### config.mk
export PLATFORM = sky130hd
export DESIGN_NAME = timer_32
export DESIGN_NICKNAME = d
export VERILOG_FILES = /design/src/rtl/timer32_pkg.sv /design/src/rtl/timer32_match_ch.sv /design/src/rtl/timer_32.sv
export SDC_FILE = /design/constraint.sdc
export NUM_CORES = 1
export LEC_CHECK = 0
export CORE_MARGIN = 2
export CORE_UTILIZATION = 42
export DETAILED_ROUTE_END_ITERATION = 8
export PLACE_DENSITY = 0.83
export SETUP_SLACK_MARGIN = 0.3
export SYNTH_ARGS = -nofsm -noshare
export SYNTH_HDL_FRONTEND = slang
export SYNTH_SLANG_ARGS = --single-unit
export TNS_END_PERCENT = 1
### constraint.sdc
create_clock -name clk -period 3.2 [get_ports clk]
set_clock_uncertainty 0.2 [all_clocks]
set_input_delay 0.32 -clock clk [delete_from_list [all_inputs] [get_ports clk]]
set_output_delay 0.32 -clock clk [all_outputs]
set_load 0.01 [all_outputs]
### src/rtl/timer32_pkg.sv
// Shared constants and types for the 32-bit prescaled match timer.
//   WIDTH      : width of PC, TC, PR and the match registers
//   N_MATCH    : number of match channels
//   TCR_*      : bit positions in the timer control register
//   MCR_*      : per-channel bit offsets in the match control register,
//                MCR_STRIDE bits per channel
//   ch_rsp_t   : decoded result from one match channel
package timer32_pkg;
    localparam int WIDTH      = 32;
    localparam int N_MATCH    = 4;
    localparam int TCR_EN     = 0;
    localparam int TCR_RST    = 1;
    localparam int MCR_INT    = 0;
    localparam int MCR_RST    = 1;
    localparam int MCR_STOP   = 2;
    localparam int MCR_STRIDE = 3;

    typedef struct packed {
        logic match;  // tc == mr on a prescale tick
        logic irq;    // match with interrupt enabled
        logic rst;    // match requesting TC reset
        logic stop;   // match requesting halt
    } ch_rsp_t;
endpackage

### src/rtl/timer32_match_ch.sv
// One match channel: compares TC with its match value on a prescale tick
// and decodes its three MCR bits into interrupt/reset/stop requests.
//   tick : prescale terminal count reached this clock (timer running)
//   tc   : current registered timer counter
//   mr   : match value for this channel
//   mcr  : this channel's {stop, reset, int} control bits
//   rsp  : decoded match response (combinational)
module timer32_match_ch
    import timer32_pkg::*;
(
    input  logic                  tick,
    input  logic [WIDTH-1:0]      tc,
    input  logic [WIDTH-1:0]      mr,
    input  logic [MCR_STRIDE-1:0] mcr,
    output ch_rsp_t               rsp
);
    logic hit;

    assign hit = tick && (tc == mr);

    always_comb begin
        rsp       = '0;
        rsp.match = hit;
        rsp.irq   = hit & mcr[MCR_INT];
        rsp.rst   = hit & mcr[MCR_RST];
        rsp.stop  = hit & mcr[MCR_STOP];
    end
endmodule

### src/rtl/timer_32.sv
// 32-bit prescaled timer/counter with four match channels.
// PC divides clk by pr+1; TC advances once per prescale tick. Each match
// channel can set a sticky interrupt flag, reset TC, or halt the timer.
// Ports:
//   tcr    : [0] counter enable, [1] counter reset (held), [7:2] ignored
//   pr     : prescale terminal value
//   mr0-3  : match values
//   mcr    : 3 bits per channel {stop, reset, int}; [15:12] ignored
//   clk    : clock, rising edge
//   reset  : synchronous active-high reset
//   tc, pc : timer / prescale counters
//   ir     : sticky match interrupt flags
//   mpulse : one-cycle pulse per match event
//   em     : external match toggles (only with TIMER32_EXT_MATCH_EN)
// Build option: define TIMER32_EXT_MATCH_EN to add the em output.
module timer_32
    import timer32_pkg::*;
(
    input  logic [7:0]         tcr,
    input  logic [WIDTH-1:0]   pr,
    input  logic [WIDTH-1:0]   mr0,
    input  logic [WIDTH-1:0]   mr1,
    input  logic [WIDTH-1:0]   mr2,
    input  logic [WIDTH-1:0]   mr3,
    input  logic [15:0]        mcr,
    input  logic               clk,
    input  logic               reset,
    output logic [WIDTH-1:0]   tc,
    output logic [WIDTH-1:0]   pc,
    output logic [N_MATCH-1:0] ir,
    output logic [N_MATCH-1:0] mpulse
`ifdef TIMER32_EXT_MATCH_EN
    ,
    output logic [N_MATCH-1:0] em
`endif
);
    logic                          halt;
    logic                          run;
    logic                          tick;
    logic                          clr;
    logic [N_MATCH-1:0][WIDTH-1:0] mr_vec;
    ch_rsp_t [N_MATCH-1:0]         rsp;
    logic [N_MATCH-1:0]            hit;
    logic [N_MATCH-1:0]            irq_req;
    logic                          any_rst;
    logic                          any_stop;
    logic                          unused_bits;

    assign unused_bits = ^{tcr[7:2], mcr[15:12]};

    assign mr_vec = {mr3, mr2, mr1, mr0};
    assign clr    = reset | tcr[TCR_RST];
    assign run    = tcr[TCR_EN] & ~tcr[TCR_RST] & ~halt;
    // pc == pr only; if pr was lowered below pc, pc runs on and wraps.
    assign tick   = run && (pc == pr);

    for (genvar g = 0; g < N_MATCH; g++) begin : g_ch
        timer32_match_ch u_ch (
            .tick (tick),
            .tc   (tc),
            .mr   (mr_vec[g]),
            .mcr  (mcr[g*MCR_STRIDE +: MCR_STRIDE]),
            .rsp  (rsp[g])
        );
    end

    always_comb begin
        hit      = '0;
        irq_req  = '0;
        any_rst  = 1'b0;
        any_stop = 1'b0;
        for (int i = 0; i < N_MATCH; i++) begin
            hit[i]     = rsp[i].match;
            irq_req[i] = rsp[i].irq;
            any_rst    = any_rst  | rsp[i].rst;
            any_stop   = any_stop | rsp[i].stop;
        end
    end

    always_ff @(posedge clk) begin
        if (clr) begin
            tc     <= '0;
            pc     <= '0;
            ir     <= '0;
            mpulse <= '0;
            halt   <= 1'b0;
        end else begin
            mpulse <= '0;
            if (run) begin
                if (tick) begin
                    pc     <= '0;
                    tc     <= any_rst ? '0 : tc + WIDTH'(1);
                    ir     <= ir | irq_req;
                    mpulse <= hit;
                    // Stop takes effect after this tick's reset/increment.
                    if (any_stop)
                        halt <= 1'b1;
                end else begin
                    pc <= pc + WIDTH'(1);
                end
            end
        end
    end

`ifdef TIMER32_EXT_MATCH_EN
    always_ff @(posedge clk) begin
        if (clr)
            em <= '0;
        else
            em <= em ^ hit;
    end
`endif
endmodule

==> flow_summary.rst <==
.. list-table::
   :header-rows: 1

   * - Metric
     - Value
   * - Top-level port count
     - 258
   * - Proportion of power drawn by combinational gates
     - 0.164
   * - Maximum fanout encountered on the critical timing path
     - 30
   * - Net switching power of the design
     - 498.9 uW
   * - Number of vias per cell
     - 5.251
   * - Final Hold Vio Count
     - 0
   * - Clock edge transition at the registers on the reported setup and hold paths
     - 60 ps
   * - Wire length of the first global-routing pass
     - 28.25 mm
   * - RSZ-0062 raised after global routing
     - no
   * - Number of levels the H-tree was split into
     - 3
   * - Mean post-synth cell area
     - 8.581 um2
   * - Switching Share
     - 0.2194
   * - Proportion of power drawn by flip-flops and latches
     - 0.400
   * - Die area
     - 13600 um2
   * - Layout cells sized above 1
     - 0.08987
   * - TritonCTS clock tree
     - done
   * - Pwr per Cell Area
     - 269.0 nW/um2
   * - Required time reported for the critical path endpoint
     - 3170 ps
   * - Antenna violations before repair
     - 0
   * - Routed wire per std cell
     - 18.39 um
   * - Root Buffer Master
     - sky130_fd_sc_hd__clkbuf_16
   * - Synth unique cells
     - 42
   * - Final period demand of the worst path
     - 2882 ps
   * - Cells after Synth
     - 621
   * - Number of remaining DRC errors
     - 0
   * - Clock buffers created by TritonCTS
     - 9
   * - Register area
     - 1461 um2
   * - Routed Wire Length
     - 19.33 mm
   * - Die span in x
     - 116.6 um
   * - Most used DFF post-synth
     - sky130_fd_sc_hd__dfxtp_1
   * - Area of the multi-input gates
     - 3628 um2
   * - Area of the core
     - 12520 um2
   * - Start-to-end type of the worst setup path
     - reg2reg
   * - Number of antenna diodes
     - 0
   * - Count of standard-cell rows
     - 41
   * - Placed wire-length estimate after detailed placement
     - 15.44 mm
   * - Total Power Consumption
     - 2.274 mW
   * - Sink count of the clock tree
     - 73
   * - Non-filler cells in the finished layout
     - 1051
   * - Number of synthesized flops with an enable pin
     - 0
   * - Number of post-CTS setup repair buffers
     - 0
   * - Critical path capture point type
     - flop
   * - GP Congestion
     - 0.9029
   * - Period utilisation layout
     - 0.9006
   * - Final slew viol count
     - 0
   * - Largest voltage drop on the vdd net
     - 0.1861 mV
   * - Global Route Usage Sum
     - 0.2722
   * - Relative contribution of the clock network to total power
     - 0.436
   * - Max-slew headroom
     - 0.5343
   * - Number of fill cells
     - 989
   * - Grt ovf
     - 0
   * - Seq/Total Area, Yosys
     - 0.2742
   * - Critical path startpoint category
     - flop
   * - Warnings, synthesis
     - 0
   * - Slew at the pin with the worst max-slew slack
     - 698.5 ps
   * - Via count
     - 5519
   * - Post-synthesis instance area
     - 5329 um2
   * - Area growth syn-to-layout
     - 58.61%
   * - Synthesized Nets
     - 809
   * - Fmax
     - 0.3470 GHz
   * - Min-Delay Path Class
     - reg2reg
   * - Post-DRT Antenna Nets
     - 0
   * - 1st-pass router iterations
     - 5
   * - Standby leakage power
     - 2.823 nW
   * - Number of global-route vias before repair
     - 5255
   * - Internal power component
     - 1.775 mW
   * - CP arrival
     - 2860 ps
   * - Setup violation total in the final timing report
     - 0
   * - Max_cap viols
     - 0
   * - Initial DRC count
     - 281
   * - Largest net degree at the start of global routing
     - 31
   * - Number of I/O port buffers
     - 247
   * - Net total in the final layout
     - 1062
   * - Run status
     - completed
   * - Flip-flop and latch count after synthesis
     - 73
   * - DP Cell Count
     - 1035
   * - Share of async-settable or async-resettable flops after synthesis
     - 0
   * - Vertical die dimension
     - 116.6 um
   * - Effective utilization at floorplan
     - 0.4257
   * - Clock network latency to the later pin of the worst-skew pair
     - 330 ps
   * - Maximum buffer depth of the clock tree
     - 2
## worst max-delay path, stage by stage, from the launching register on
cell and delay (ps):
sky130_fd_sc_hd__dfxtp_1 680, sky130_fd_sc_hd__xnor2_1 180, sky130_fd_sc_hd__nand4_1 120, sky130_fd_sc_hd__nor4_1 560
sky130_fd_sc_hd__buf_4 230, sky130_fd_sc_hd__nand3_1 130, sky130_fd_sc_hd__a41oi_2 280, sky130_fd_sc_hd__buf_12 240
sky130_fd_sc_hd__a2111oi_1 90
## what timing repair did
item / CTS / global route
pin swaps: 0 / 1
setup endpoints to repair: 1 / 13
gates resized for setup: 1 / 2
hold buffers: 0 / 0
## routing by layer
| layer | routed length (um) | GRT usage | up-vias |
|---|---|---|---|
| met4 | 597 | 0.08549 | 0 |
| li1 | - | - | 2659 |
| met2 | 9537 | 0.4973 | 245 |
| met5 | 0 | 0 | - |
| met1 | 7527 | 0.3111 | 2575 |
| met3 | 1665 | 0.06902 | 40 |
## power by group through the flow
stage / Combinational (mW) / Clock [mW] / Sequential (mW)
global route: 0.396 / 1.05 / 0.910
detailed placement: 0.370 / 0 / 0.930
finish: 0.372 / 0.992 / 0.910
floorplan: 0.111 / 0 / 0.930
global placement: 0.365 / 0 / 0.930
CTS: 0.372 / 1.01 / 0.910
## Yosys cell counts, types with 3 or more instances
library cell | count | share of area
sky130_fd_sc_hd__and4_1 | 7 | 0.012
sky130_fd_sc_hd__and2_1 | 3 | 0.0035
sky130_fd_sc_hd__a2111oi_4 | 3 | 0.015
sky130_fd_sc_hd__and3_1 | 6 | 0.0070
sky130_fd_sc_hd__dfxtp_1 | 73 | 0.27
sky130_fd_sc_hd__o21ai_0 | 10 | 0.0094
sky130_fd_sc_hd__nor4_1 | 24 | 0.028
sky130_fd_sc_hd__buf_4 | 5 | 0.0070
sky130_fd_sc_hd__mux2i_1 | 20 | 0.038
sky130_fd_sc_hd__xnor2_1 | 138 | 0.23
sky130_fd_sc_hd__nand4_4 | 3 | 0.012
sky130_fd_sc_hd__buf_2 | 12 | 0.011
sky130_fd_sc_hd__a21oi_1 | 9 | 0.0085
sky130_fd_sc_hd__nor2_1 | 45 | 0.032
sky130_fd_sc_hd__nand3_1 | 31 | 0.029
sky130_fd_sc_hd__a22o_1 | 3 | 0.0049
sky130_fd_sc_hd__xor2_1 | 58 | 0.095
sky130_fd_sc_hd__nand4_1 | 49 | 0.058
sky130_fd_sc_hd__clkbuf_1 | 26 | 0.018
sky130_fd_sc_hd__nand2_1 | 31 | 0.022
sky130_fd_sc_hd__mux2_2 | 4 | 0.0085
sky130_fd_sc_hd__nor3_1 | 24 | 0.023
sky130_fd_sc_hd__inv_1 | 10 | 0.0070
## final timing paths
check                      start                   to  slack (ps)  cells past startpoint
min reg2reg   ir[2]$_SDFFE_PP0P_   ir[2]$_SDFFE_PP0P_         260                      1
max reg2reg  tc[16]$_SDFFE_PP0P_  tc[10]$_SDFFE_PP0P_         320                      8
min           ir[2]$_SDFFE_PP0P_   ir[2]$_SDFFE_PP0P_         260                      1
max          tc[16]$_SDFFE_PP0P_  tc[10]$_SDFFE_PP0P_         320                      8
## stage by stage
stage	setup TNS (ps)	hold slack [ps]	util	area [um2]	setup WS, ps
after floorplan	0	245.7	-	5329	577.6
after global placement	0	257.8	0.6502	8139	152.0
after detailed placement	-26.38	258.2	0.6502	8139	-26.38
after CTS	0	266.8	0.6740	8437	350.6
after global routing	0	274.3	0.6752	8452	321.5
final	0	263.4	0.6752	8452	318.2
## cells by family (layout without fill, tap and decap cells)
family	count (synthesis)	in the layout	share of synthesized area
xor+xnor	196	196	0.3221
simple gates	235	235	0.2494
compound gates	34	34	0.05424
mux	24	24	0.04602
fa+ha+maj	2	2	0.004695
buf+inv	57	315	0.04931
flops	73	73	0.2742
## layout make-up
| cell class | count | area share |
|---|---|---|
| clock buffer | 10 | 0.02709 |
| clock inverter | 6 | 0.007994 |
| inverter | 10 | 0.004441 |
| multi-input combinational | 491 | 0.4293 |
| sequential | 73 | 0.1729 |
| tap | 172 | 0.02546 |
| timing repair buffer | 289 | 0.3328 |
## flip-flops by register name (all words and copies together) (netlist names)
name	flops
halt	1
ir	4
mpulse	4
pc	32
tc	32
## cell usage in the layout, fill, tap and decap left out, types with 20 or more instances in the layout
cell type and count:
sky130_fd_sc_hd__mux2i_1 20, sky130_fd_sc_hd__nor3_1 24, sky130_fd_sc_hd__nor4_1 23, sky130_fd_sc_hd__dfxtp_1 73, sky130_fd_sc_hd__nand2_1 31, sky130_fd_sc_hd__xnor2_1 138
sky130_fd_sc_hd__buf_4 40, sky130_fd_sc_hd__nand4_1 49, sky130_fd_sc_hd__nand3_1 31, sky130_fd_sc_hd__clkdlybuf4s50_1 247, sky130_fd_sc_hd__nor2_1 45, sky130_fd_sc_hd__xor2_1 58
Power figures use the tool's default switching activity.
